[src/rtl/axi_lite_master_bridge.sv]
// Single-outstanding command/response to AXI4-Lite initiator.
// One command at a time becomes one AXI4-Lite read or write; the response is held until consumed.
module axi_lite_master_bridge #(
  parameter int C_M_AXI_DATA_WIDTH = 32,
  parameter int C_M_AXI_ADDR_WIDTH = 8
) (
  input  logic                            M_AXI_ACLK,
  input  logic                            M_AXI_ARESETN,

  input  logic                            cmd_valid,
  output logic                            cmd_ready,
  input  logic                            cmd_write,
  input  logic [C_M_AXI_ADDR_WIDTH-1:0]   cmd_addr,
  input  logic [C_M_AXI_DATA_WIDTH-1:0]   cmd_wdata,
  input  logic [C_M_AXI_DATA_WIDTH/8-1:0] cmd_wstrb,

  output logic                            rsp_valid,
  input  logic                            rsp_ready,
  output logic                            rsp_write,
  output logic [C_M_AXI_DATA_WIDTH-1:0]   rsp_rdata,
  output logic [1:0]                      rsp_resp,
  output logic [7:0]                      err_count,

  output logic [C_M_AXI_ADDR_WIDTH-1:0]   M_AXI_AWADDR,
  output logic [2:0]                      M_AXI_AWPROT,
  output logic                            M_AXI_AWVALID,
  input  logic                            M_AXI_AWREADY,
  output logic [C_M_AXI_DATA_WIDTH-1:0]   M_AXI_WDATA,
  output logic [C_M_AXI_DATA_WIDTH/8-1:0] M_AXI_WSTRB,
  output logic                            M_AXI_WVALID,
  input  logic                            M_AXI_WREADY,
  input  logic [1:0]                      M_AXI_BRESP,
  input  logic                            M_AXI_BVALID,
  output logic                            M_AXI_BREADY,
  output logic [C_M_AXI_ADDR_WIDTH-1:0]   M_AXI_ARADDR,
  output logic [2:0]                      M_AXI_ARPROT,
  output logic                            M_AXI_ARVALID,
  input  logic                            M_AXI_ARREADY,
  input  logic [C_M_AXI_DATA_WIDTH-1:0]   M_AXI_RDATA,
  input  logic [1:0]                      M_AXI_RRESP,
  input  logic                            M_AXI_RVALID,
  output logic                            M_AXI_RREADY
);

  // state   | meaning
  // IDLE    | cmd_ready high, waiting for a command
  // WR_REQ  | AW and W offered, each dropped at its own handshake
  // WR_RESP | BREADY high, waiting for BVALID
  // RD_REQ  | AR offered
  // RD_RESP | RREADY high, waiting for RVALID
  // RSP     | response presented on rsp_*, waiting for rsp_ready
  typedef enum logic [2:0] {IDLE, WR_REQ, WR_RESP, RD_REQ, RD_RESP, RSP} state_t;

  state_t state;
  logic   aw_fin;
  logic   w_fin;

  assign M_AXI_AWPROT = 3'b000;
  assign M_AXI_ARPROT = 3'b000;

  // A channel is finished once its VALID is low or is being accepted this edge.
  assign aw_fin = !M_AXI_AWVALID || M_AXI_AWREADY;
  assign w_fin  = !M_AXI_WVALID  || M_AXI_WREADY;

  function automatic logic [7:0] bump_err(input logic [7:0] cnt, input logic [1:0] resp);
    return (resp != 2'b00 && cnt != 8'hFF) ? cnt + 8'd1 : cnt;
  endfunction

  always_ff @(posedge M_AXI_ACLK) begin
    if (!M_AXI_ARESETN) begin
      state         <= IDLE;
      cmd_ready     <= 1'b0;
      rsp_valid     <= 1'b0;
      rsp_write     <= 1'b0;
      rsp_rdata     <= '0;
      rsp_resp      <= 2'b00;
      err_count     <= 8'h00;
      M_AXI_AWADDR  <= '0;
      M_AXI_AWVALID <= 1'b0;
      M_AXI_WDATA   <= '0;
      M_AXI_WSTRB   <= '0;
      M_AXI_WVALID  <= 1'b0;
      M_AXI_BREADY  <= 1'b0;
      M_AXI_ARADDR  <= '0;
      M_AXI_ARVALID <= 1'b0;
      M_AXI_RREADY  <= 1'b0;
    end else begin
      case (state)
        IDLE: begin
          if (cmd_valid && cmd_ready) begin
            cmd_ready <= 1'b0;
            if (cmd_write) begin
              M_AXI_AWADDR  <= cmd_addr;
              M_AXI_WDATA   <= cmd_wdata;
              M_AXI_WSTRB   <= cmd_wstrb;
              M_AXI_AWVALID <= 1'b1;
              M_AXI_WVALID  <= 1'b1;
              state         <= WR_REQ;
            end else begin
              M_AXI_ARADDR  <= cmd_addr;
              M_AXI_ARVALID <= 1'b1;
              state         <= RD_REQ;
            end
          end else begin
            cmd_ready <= 1'b1;
          end
        end
        WR_REQ: begin
          if (M_AXI_AWREADY) M_AXI_AWVALID <= 1'b0;
          if (M_AXI_WREADY)  M_AXI_WVALID  <= 1'b0;
          if (aw_fin && w_fin) begin
            M_AXI_BREADY <= 1'b1;
            state        <= WR_RESP;
          end
        end
        WR_RESP: begin
          if (M_AXI_BVALID) begin
            M_AXI_BREADY <= 1'b0;
            rsp_write    <= 1'b1;
            rsp_rdata    <= '0;
            rsp_resp     <= M_AXI_BRESP;
            err_count    <= bump_err(err_count, M_AXI_BRESP);
            state        <= RSP;
          end
        end
        RD_REQ: begin
          if (M_AXI_ARREADY) begin
            M_AXI_ARVALID <= 1'b0;
            M_AXI_RREADY  <= 1'b1;
            state         <= RD_RESP;
          end
        end
        RD_RESP: begin
          if (M_AXI_RVALID) begin
            M_AXI_RREADY <= 1'b0;
            rsp_write    <= 1'b0;
            rsp_rdata    <= M_AXI_RDATA;
            rsp_resp     <= M_AXI_RRESP;
            err_count    <= bump_err(err_count, M_AXI_RRESP);
            state        <= RSP;
          end
        end
        RSP: begin
          // rsp_valid rises one edge after capture; cmd_ready returns one edge after release.
          if (!rsp_valid) begin
            rsp_valid <= 1'b1;
          end else if (rsp_ready) begin
            rsp_valid <= 1'b0;
            state     <= IDLE;
          end
        end
        default: state <= IDLE;
      endcase
    end
  end

endmodule

[config.mk]
export PLATFORM = sky130hd
export DESIGN_NAME = axi_lite_master_bridge
export DESIGN_NICKNAME = d
export VERILOG_FILES = /design/src/rtl/axi_lite_master_bridge.sv
export SDC_FILE = /design/constraint.sdc
export NUM_CORES = 1
export LEC_CHECK = 0
export ABC_AREA = 1
export CAP_MARGIN = 20
export CORE_ASPECT_RATIO = 1.25
export CORE_MARGIN = 2
export CORE_UTILIZATION = 35
export DETAILED_ROUTE_END_ITERATION = 12
export PLACE_DENSITY = 0.8
export SYNTH_ARGS = -nofsm -noshare
export SYNTH_HDL_FRONTEND = slang
export SYNTH_SLANG_ARGS = --single-unit
[constraint.sdc]
create_clock -name M_AXI_ACLK -period 2.9 [get_ports M_AXI_ACLK]
set_input_delay 0.435 -clock M_AXI_ACLK [delete_from_list [all_inputs] [get_ports M_AXI_ACLK]]
set_output_delay 0.435 -clock M_AXI_ACLK [all_outputs]
set_load 0.02 [all_outputs]
==> summary.md, run 1 <==
| Metric | Value |
|---|---|
| Critical Path End | err_count[0] |
| Fin worst setup slack | a little under 1 ns |
| Core box area | roughly 12000 um^2 |
| First-pass GRT wire length | approximately 18000 um |
| Initial antenna violation count | 0 |
| Area leader, netlist | dfxtp_1 |
| Iteration-0 DRC Markers | between 100 and 150 |
| Kind of critical path | register to register |
| Fmax | ~0.52 GHz |
| Sequential area share after synthesis | between 50% and 60% |
| WL/cell | roughly 13 um |
| # fillers | approximately 1100 |
| Die area | 12640 um^2 |
| Overall Global Routing Usage | 17.72% |
| CP max-delay cell | dfxtp_1 |
| GP Congestion | ~0.8 |
| Largest cells by area after synthesis | dfxtp_1, nor2_1, nand2_1, a21oi_1, o21ai_0 |
| Power Density | 771.1 nW/um^2 |
| Multi-input gate area | around 1700 um^2 |
| Routed WL | 11270 um |
| Clk sinks | roughly 110 |
| Final min period | between 1.5 and 2 ns |
| Grt ovf | 0 |
| Unique cell type count in the Yosys netlist | 28 |
| Internal reg-to-reg setup slack | 0.97 ns |
| Post-Place Worst Slack | 0.8393 ns |
| Synth Register Bits | ~110 |
| Status | complete, no violations |
| Unrepaired setup endpoints after global routing | no |
| Row cnt | between 40 and 50 |
| Worst path required time | 3.10 ns |
| Clock buffer depth | 2 |
| Post-route cell area | approximately 6300 um^2 |
| Crit path top cell by count | nand2_1 |
| Tcrit/Tclk final | 66.58% |
| Cells after Synth | 548 |
| R2R depth | 8 |
| Syn avg cell area | 7.503 um^2 |
| Hold_sp | rsp_rdata[7] |
| H-Tree Depth | 3 |
| Final nets | a little over 800 |
| Post-CTS setup buffers | 0 |
| Final hold vios | 0 |
| Register Area | roughly 2100 um^2 |
| Startpoint Class | register |
| Crit path largest cell delay | 0.53 ns |
| Mapped Area | roughly 4100 um^2 |
| Non-Filler Instances | ~870 |
| # port buffers | approximately 190 |
| Height of the die | approximately 130 um |
| Antenna-violating nets left | 0 |
| Largest net degree at the start of global routing | just under 50 |
| Buf/Inv on CP | 1 |
| Power Total | just under 0.005 W |
| Remaining DRCs | 0 |
| Vias in the first global route | 3735 |
| DR vias | between 4000 and 5000 |
| Worst-skew pair later-pin latency | approximately 0.34 ns |
| Clock root buffer | clkbuf_16 |
| Dpl cell area | between 6000 and 7000 um^2 |
| Endpoints failing setup | 0 |
| R2R Path End | err_count[0] |
| Leak | between 2 and 2.5 nW |
| Worst hold path class | register to register |
| Worst Skew | just over 0.009 ns |
| Layout cells sized above 1 | ~4.2% |
| Critical path capture point type | register |
| Die Span X | 100.9 um |
| Dpl hpwl | 7812 um |
| Crit-path cells | nand2_1 > nand2_1 > nand2_1 > nor2_2 > buf_4 > nand3_1 > nand2_1 > a21oi_1 |
| Area Growth Syn to Fin | 54.38% |
| Setup TNS | 0 ns |
| Slew @ Worst Pin | 0.5683 ns |
| Slew Limit Fails | 0 |
| Slew headroom | between 60% and 70% |
| Dpl cells | between 800 and 900 |
| Starting Density | ~36% |
| WP depth | 8 |
| Crit path from | state[2] |
| CTS buffer count | 9 |
| Via density | between 4 and 5 |
| Critical Path AT | about 2.1 ns |
| Post_cts resized | 0 |
| Hold Buf Count CTS | 0 |
| CTS clk-pin slew, worst paths | around 0.07 ns |
| Antenna Cells | 0 |
| CTS tree | yes |
| DRT Pass-1 Iters | 4 |
| I/O Pins | ~200 |
| Largest delay share family, worst path | simple AND/OR/NAND/NOR gates |
| R2R Path Start | state[2] |
| Max cap viols | 0 |
| Peak VDD IR | 0.3967 mV |
| Share of the synthesized area in the top cell type | slightly above 50% |
| YS warnings | 0 |
| CP max FO | 9 |
registers in the layout (all words and copies together) (netlist names):
| signal | count |
|---|---|
| M_AXI_ARADDR | 8 |
| M_AXI_ARVALID | 1 |
| M_AXI_AWADDR | 8 |
| M_AXI_AWVALID | 1 |
| M_AXI_BREADY | 1 |
| M_AXI_RREADY | 1 |
| M_AXI_WDATA | 32 |
| M_AXI_WSTRB | 4 |
| M_AXI_WVALID | 1 |
| cmd_ready | 1 |
| err_count | 8 |
| rsp_rdata | 32 |
| rsp_resp | 2 |
| rsp_valid | 1 |
| rsp_write | 1 |
| state | 3 |
through the flow:
| stage | hold WS [ns] | utilization (%) |
|---|---|---|
| floorplan | 0.5363 | - |
| global placement | 0.4480 | 52.01 |
| detailed placement | 0.4510 | 52.01 |
| CTS | 0.4612 | 54.90 |
| global route | 0.4732 | 54.90 |
| finish | 0.4602 | 54.90 |
layout make-up:
class,instances,share of cell area (%)
Timing Repair Buffer,196,30.63
Sequential cell,105,33.12
Clock buffer,10,3.607
Clock inverter,5,1.656
Tap cell,138,2.720
Inverter,24,1.459
Multi-Input combinational cell,390,26.81
logic make-up (layout without fill, tap and decap cells):
kind of cell    after synthesis  in the layout  share of synthesized area, %
fa+ha+maj                     1              1                        0.3043
flops                       105            105                         51.13
compound gates              110            110                         13.54
buf+inv                      58            235                         8.004
xor+xnor                      3              3                        0.6392
other cells                   1              6                       0.09121
simple gates                270            270                         26.29
Yosys cell counts:
cell type  number
clkinv_1        1
nand4_1         8
nand2_1       114
nor2_2          2
inv_4           1
or2_2           1
ha_1            1
o21ai_0        38
nand2_2         1
inv_1          20
dfxtp_1       105
o21bai_1        1
a21oi_1        49
inv_2           2
nor3_4          1
buf_2           6
buf_6          10
clkbuf_1       11
nor2_4          1
nand3_1         6
conb_1          1
xor2_1          3
buf_4           7
nand3b_1        2
nor2_1        132
o21ai_1        21
a21oi_2         1
nor3_1          2
cell usage in the layout, fill, tap and decap left out:
cell type / n
inv_1: 20
nor2_1: 131
clkinvlp_4: 2
buf_2: 1
o21ai_0: 38
a21oi_2: 1
nand3_1: 6
nand3b_1: 2
nor2_2: 3
xor2_1: 3
or2_2: 1
dfxtp_1: 105
buf_4: 5
clkdlybuf4s50_1: 190
conb_1: 6
nand4_1: 8
clkbuf_1: 1
inv_2: 2
nand2_1: 114
ha_1: 1
nor3_4: 1
nor2_4: 1
inv_4: 1
nand2_2: 1
clkbuf_16: 9
o21ai_1: 21
o21bai_1: 1
clkinv_1: 1
nor3_1: 2
a21oi_1: 49
bufinv_16: 3
worst min-delay path: stages, from the launching register on:
cell     delay [ns]
dfxtp_1        0.31
nand2_1        0.06
a21oi_1        0.05
where the power goes:
group / switching, W / internal, W
clock: 0.000531 / 0.000840
combinational: 0.000969 / 0.000707
sequential: 0.000164 / 0.00168
metal layers:
metal	share of wire [%]	wire length (um)	track usage, %
met1	44	4931	22.34
met2	45	5088	28.35
met3	9.6	1080	6.037
met4	1.5	165	5.803
met5	0	0	0
how the worst min path moves through the flow:
stage | endpoint | slack, ns | depth (start not counted)
after floorplan | rsp_rdata[3] | 0.54 | 2
after global routing | rsp_rdata[5] | 0.47 | 2
after detailed placement | rsp_rdata[3] | 0.45 | 2
after CTS | rsp_rdata[3] | 0.46 | 2
after global placement | rsp_rdata[3] | 0.45 | 2
final | rsp_rdata[7] | 0.46 | 2
(Power assumes the default switching activity.)
==> run 2, diff against run 1 <==
- clock period: 2.9 -> 1.92 ns (I/O delays scaled with it)
==> run 2 against run 1 <==
Against the previous run: utilization rose by 0.50 points; total power rose by 46%; setup slack got worse by 0.80 ns; critical path type unchanged; largest cell class unchanged; largest power group unchanged.
==> summary.md, run 2 (synthesis results as in run 1) <==
| Metric | Value |
|---|---|
| Status | complete, no violations |
| DR vias | 4045 |
| Crit path top cell by count | nor2_1 |
| Dpl hpwl | approximately 7700 um |
| Kind of critical path | register to register |
| Setup TNS | 0 ns |
| CTS clk-pin slew, worst paths | ~0.07 ns |
| Area Growth Syn to Fin | 55.78% |
| First-pass GRT wire length | about 17000 um |
| NetSw | approximately 0.0025 W |
| Antenna Cells | 0 |
| I/O Pins | 198 |
| R2R depth | 8 |
| Critical Path AT | roughly 2.0 ns |
| Sw Ratio | a little over a third |
| Largest net degree at the start of global routing | ~50 |
| Seq pwr share | 38.9% |
| # port buffers | 191 |
| H-Tree Depth | 3 |
| Row cnt | 44 |
| Critical path capture point type | register |
| Buf/Inv on CP | 2 |
| Clk sinks | between 100 and 150 |
| CTS tree | yes |
| WHS Path Cells | 3 |
| Worst Skew | 0.01165 ns |
| Antenna-violating nets left | 0 |
| CP max-delay cell | dfxtp_1 |
| Crit-path cells | nor2_4 > nand2_2 > nor2_2 > nor3_4 > buf_12 > inv_4 > nor2_1 > nor2_1 |
| Die area | around 13000 um^2 |
| Hold_sp | M_AXI_ARESETN |
| Biggest regs | M_AXI_WDATA x32, rsp_rdata x32 |
| Clock buffer depth | 2 |
| Global route hottest layer | met2 |
| Iteration-0 DRC Markers | 151 |
| Comb pwr share | 36.6% |
| Register Area | roughly 2100 um^2 |
| Unrepaired setup endpoints after global routing | no |
| Multi-input gate area | approximately 1700 um^2 |
| Routed WL | around 11000 um |
| Crit path from | state[2] |
| Internal Dissipation | between 0.004 and 0.005 W |
| Tcrit/Tclk final | between 90% and 100% |
| Grt ovf | 0 |
| Commonest non-fill, non-tap cell in the layout | clkdlybuf4s50_1 |
| Final min period | 1.751 ns |
| Slew Limit Fails | 0 |
| # fillers | 1073 |
| Final nets | approximately 800 |
| Power Density | between 1000 and 1500 nW/um^2 |
| CP max FO | 45 |
| Starting Density | 35.56% |
| Worst-skew pair later-pin latency | approximately 0.34 ns |
| Core box area | 11560 um^2 |
| Fmax | around 0.57 GHz |
| GRT met1 Usage | 20.97% |
| Grt met3 use | approximately 6.3% |
| Largest delay share family, worst path | simple AND/OR/NAND/NOR gates |
| Commonest cells after routing, fill and taps aside | clkdlybuf4s50_1, nor2_1, nand2_1 |
| Layout cells sized above 1 | between 5 and 6% |
| Clock power frac | 24.5% |
| Vias in the first global route | ~3700 |
| WL/cell | ~13 um |
| Worst hold path class | input pin to register |
| DRT Pass-1 Iters | 4 |
| Worst path required time | ~2.2 ns |
| Final hold slack | around 0.24 ns |
| Max cap viols | 0 |
| Endpoints failing setup | 0 |
| Overall Global Routing Usage | roughly 17% |
| Peak VDD IR | just under 0.5 mV |
| Final hold vios | 0 |
| Initial antenna violation count | 0 |
| GP Congestion | 0.8142 |
| R2R Path Start | state[2] |
| Post-CTS setup buffers | 0 |
| WP depth | 8 |
| Met2 Use GR | a little over a quarter |
| Via density | between 4 and 5 |
| Remaining DRCs | 0 |
| Clock root buffer | clkbuf_16 |
| CTS buffer count | 9 |
| Die Span X | 100.9 um |
| Startpoint Class | register |
| Crit path largest cell delay | 0.40 ns |
| Height of the die | between 100 and 150 um |
| Leak | around 2.5 nW |
| Internal reg-to-reg setup slack | 0.17 ns |
-- run 2: worst min-delay path, cell delays in order --
cell and delay (ns):
buf_2 0.13, o21ai_1 0.07, nor2_1 0.04
-- run 2: final cells by class --
type | instances | share of cell area [%]
Tap cell | 138 | 2.696
Clock buffer | 10 | 3.731
Multi-Input combinational cell | 390 | 26.57
Clock inverter | 6 | 0.7423
Inverter | 24 | 1.485
Timing Repair Buffer | 203 | 31.96
Sequential cell | 105 | 32.82
-- run 2: path summary, 6_finish.rpt --
kind / end
setup / recovery: M_AXI_WDATA[6]
hold / removal: M_AXI_WDATA[13]
setup reg to reg: M_AXI_WDATA[6]
hold reg to reg: rsp_rdata[4]
-- run 2: layer usage --
layer | routed length (um) | up-vias
met1 | 4758 | 1765
met5 | 0 | -
met2 | 4859 | 164
li1 | - | 2103
met4 | 185 | 0
met3 | 1164 | 13
-- run 2: repair_timing --
item                                    CTS  global route
endpoints found under the setup margin    0            15
endpoints found under the hold margin     0             0
gates resized for setup                   0             2
hold buffers                              0             0
-- run 2: through the flow --
stage | power, W | setup slack [ns] | std cells | instance area (um^2) | util [%]
after floorplan | 0.004356 | 0.2384 | 553 | 4130 | -
after global placement | 0.005424 | 0.1203 | 860 | 6116 | 52.90
after detailed placement | 0.005448 | 0.06732 | 860 | 6116 | 52.90
after CTS | 0.007237 | 0.1559 | 876 | 6402 | 55.38
after global routing | 0.007602 | 0.02970 | 876 | 6405 | 55.40
final | 0.007149 | 0.1694 | 876 | 6405 | 55.40
-- run 2: power groups by stage --
stage          registers [W]  clock network, W  logic [W]
5_1_grt              0.00282           0.00191    0.00287
4_1_cts              0.00278           0.00182    0.00263
3_3_place_gp         0.00282                 0    0.00260
3_5_place_dp         0.00282                 0    0.00262
2_1_floorplan        0.00318                 0    0.00117
6_report             0.00278           0.00175    0.00262
==> run 3, diff against run 2 <==
--- a/config.mk
+++ b/config.mk
@@ -8,5 +8,4 @@
 export ABC_AREA = 1
-export CAP_MARGIN = 20
 export CORE_ASPECT_RATIO = 1.25
-export CORE_MARGIN = 2
+export CORE_MARGIN = 5
 export CORE_UTILIZATION = 35
--- a/constraint.sdc
+++ b/constraint.sdc
@@ -3,2 +3,2 @@
 set_output_delay 0.288 -clock M_AXI_ACLK [all_outputs]
-set_load 0.02 [all_outputs]
+set_load 0.1 [all_outputs]
==> run 3 against run 2 <==
Against the previous run: routed wire length rose by 6.7%; die area is 11% higher; sequential power about the same; total power is 31% higher; cell count is the same; global-route usage fell by 0.70 points; clock power is 14% higher; clock-buffer cell count stayed put; clock skew down 0.0066 ns; largest cell class unchanged.
==> summary.md, run 3 (synthesis results as in run 1) <==
| Metric | Value |
|---|---|
| Status | complete, no violations |
| Core box area | between 10000 and 15000 um^2 |
| DRT Pass-1 Iters | 5 |
| Setup TNS | 0 ns |
| # fillers | around 1100 |
| Clk sinks | 105 |
| Grt ovf | 0 |
| Commonest non-fill, non-tap cell in the layout | nor2_1 |
| Non-Filler Instances | a little under 900 |
| CTS clk-pin slew, worst paths | about 0.070 ns |
| Antenna Cells | 0 |
| Leak | approximately 2.7 nW |
| Buf/Inv on CP | 2 |
| Initial antenna violation count | 0 |
| Remaining DRCs | 0 |
| Worst-skew pair later-pin latency | 0.34 ns |
| Slew headroom | between 60% and 70% |
| # port buffers | about 190 |
| Biggest regs | M_AXI_WDATA x32, rsp_rdata x32 |
| Crit path top cell by count | nor2_1 |
| Peak VDD IR | roughly 0.76 mV |
| Worst Skew | ~0.005 ns |
| Worst path required time | 2.20 ns |
| CTS buffer count | 9 |
| Tcrit/Tclk final | between 80% and 90% |
| Power Total | 0.009339 W |
| Height of the die | 131.2 um |
| Row cnt | 44 |
| First-pass GRT wire length | around 19000 um |
| DR vias | about 4000 |
| H-Tree Depth | 3 |
| Commonest cells after routing, fill and taps aside | nor2_1, nand2_1, buf_4 |
| Dpl cells | between 800 and 900 |
| Largest delay share family, worst path | simple AND/OR/NAND/NOR gates |
| Crit path largest cell delay | ~0.40 ns |
| Layout cells sized above 1 | about 21% |
| Critical path capture point type | register |
| Final hold slack | 0.3028 ns |
| Iteration-0 DRC Markers | roughly 220 |
| Largest net degree at the start of global routing | 49 |
| Kind of critical path | register to register |
| Crit-path cells | nor2_4 > nand2_2 > nor2_2 > nor3_4 > buf_12 > inv_4 > nor2_1 > nor2_1 |
| Clock root buffer | clkbuf_16 |
| Internal reg-to-reg setup slack | about 0.23 ns |
| Unrepaired setup endpoints after global routing | no |
| CTS tree | yes |
| GP Congestion | 0.7760 |
| Overall Global Routing Usage | between 10% and 20% |
| Post-Place Worst Slack | just over 0.07 ns |
| Vias in the first global route | 3790 |
| I/O Pins | 198 |
| Routed WL | roughly 12000 um |
| Clock buffer depth | 2 |
| Via density | about 4.6 |
| Antenna-violating nets left | 0 |
| WL/cell | 13.35 um |
| Die area | ~14000 um^2 |
| Final nets | between 800 and 900 |
| Fmax | ~0.6 GHz |
| Max cap viols | 0 |
| CP max FO | 45 |
| CP max-delay cell | dfxtp_1 |
| Slew @ Worst Pin | about 0.53 ns |
| Final min period | 1.692 ns |
| Die Span X | approximately 110 um |
| Startpoint Class | register |
| Starting Density | between 30 and 40% |
| Critical Path AT | just under 2 ns |
| Slew Limit Fails | 0 |
| Area Growth Syn to Fin | 50.52% |
| Post-CTS setup buffers | 0 |
| Worst hold path class | input pin to register |
| Fin worst setup slack | 0.2278 ns |
| Endpoints failing setup | 0 |
| Power Density | 1509 nW/um^2 |
| Final hold vios | 0 |
| Dpl hpwl | ~8500 um |
## run 3: changes by cell type in the layout (fill, tap and decap cells not counted), sizes merged
cell,before,now
clkdlybuf4s50,190,88
buf,13,115
inv,26,24
bufinv,0,2
## run 3: worst paths after layout
kind | from | endpoint | depth (start not counted)
max | state[2] | M_AXI_AWADDR[2] | 8
min | M_AXI_ARESETN | state[2] | 3
max reg2reg | state[2] | M_AXI_AWADDR[2] | 8
min reg2reg | rsp_rdata[8] | rsp_rdata[8] | 2
## run 3: layer usage
layer	vias up	global-route usage, %	wire (um)
met3	12	6.624	1182
met5	-	0	0
met4	0	4.762	184
li1	2107	-	-
met1	1780	20.17	4941
met2	154	25.84	5388
## run 3: power breakdown
group	internal (W)	switching, W	leakage (nW)
sequential	0.00255	0.000241	0.857
combinational	0.00101	0.00354	1.71
clock	0.00118	0.000810	0.159
total	0.00474	0.00460	2.73
## run 3: per-stage QoR
step           utilization, %  area [um^2]
6_report                53.53         6188
5_1_grt                 53.53         6188
4_1_cts                 53.46         6181
3_5_place_dp            50.62         5852
3_3_place_gp            50.62         5852
2_1_floorplan               -         4146
## run 3: repair_timing
action	4_1_cts	5_1_grt
hold buffers	0	0
setup endpoints to repair	0	34
gates resized for setup	0	3
## run 3: layout make-up
type	instances	area (um^2)	share of cell area [%]
Multi-Input combinational cell	390	1707	27.58
Sequential cell	105	2118	34.23
Clock inverter	6	90.09	1.456
Clock buffer	10	239.0	3.862
Inverter	24	95.09	1.537
Tap cell	138	172.7	2.790
Timing Repair Buffer	203	1767	28.55
## run 3: worst reg2reg max path, stage by stage, from the launching register on
cell     delay, ns
dfxtp_1       0.40
nor2_4        0.15
nand2_2       0.10
nor2_2        0.20
nor3_4        0.06
buf_12        0.15
inv_4         0.36
nor2_1        0.11
nor2_1        0.10
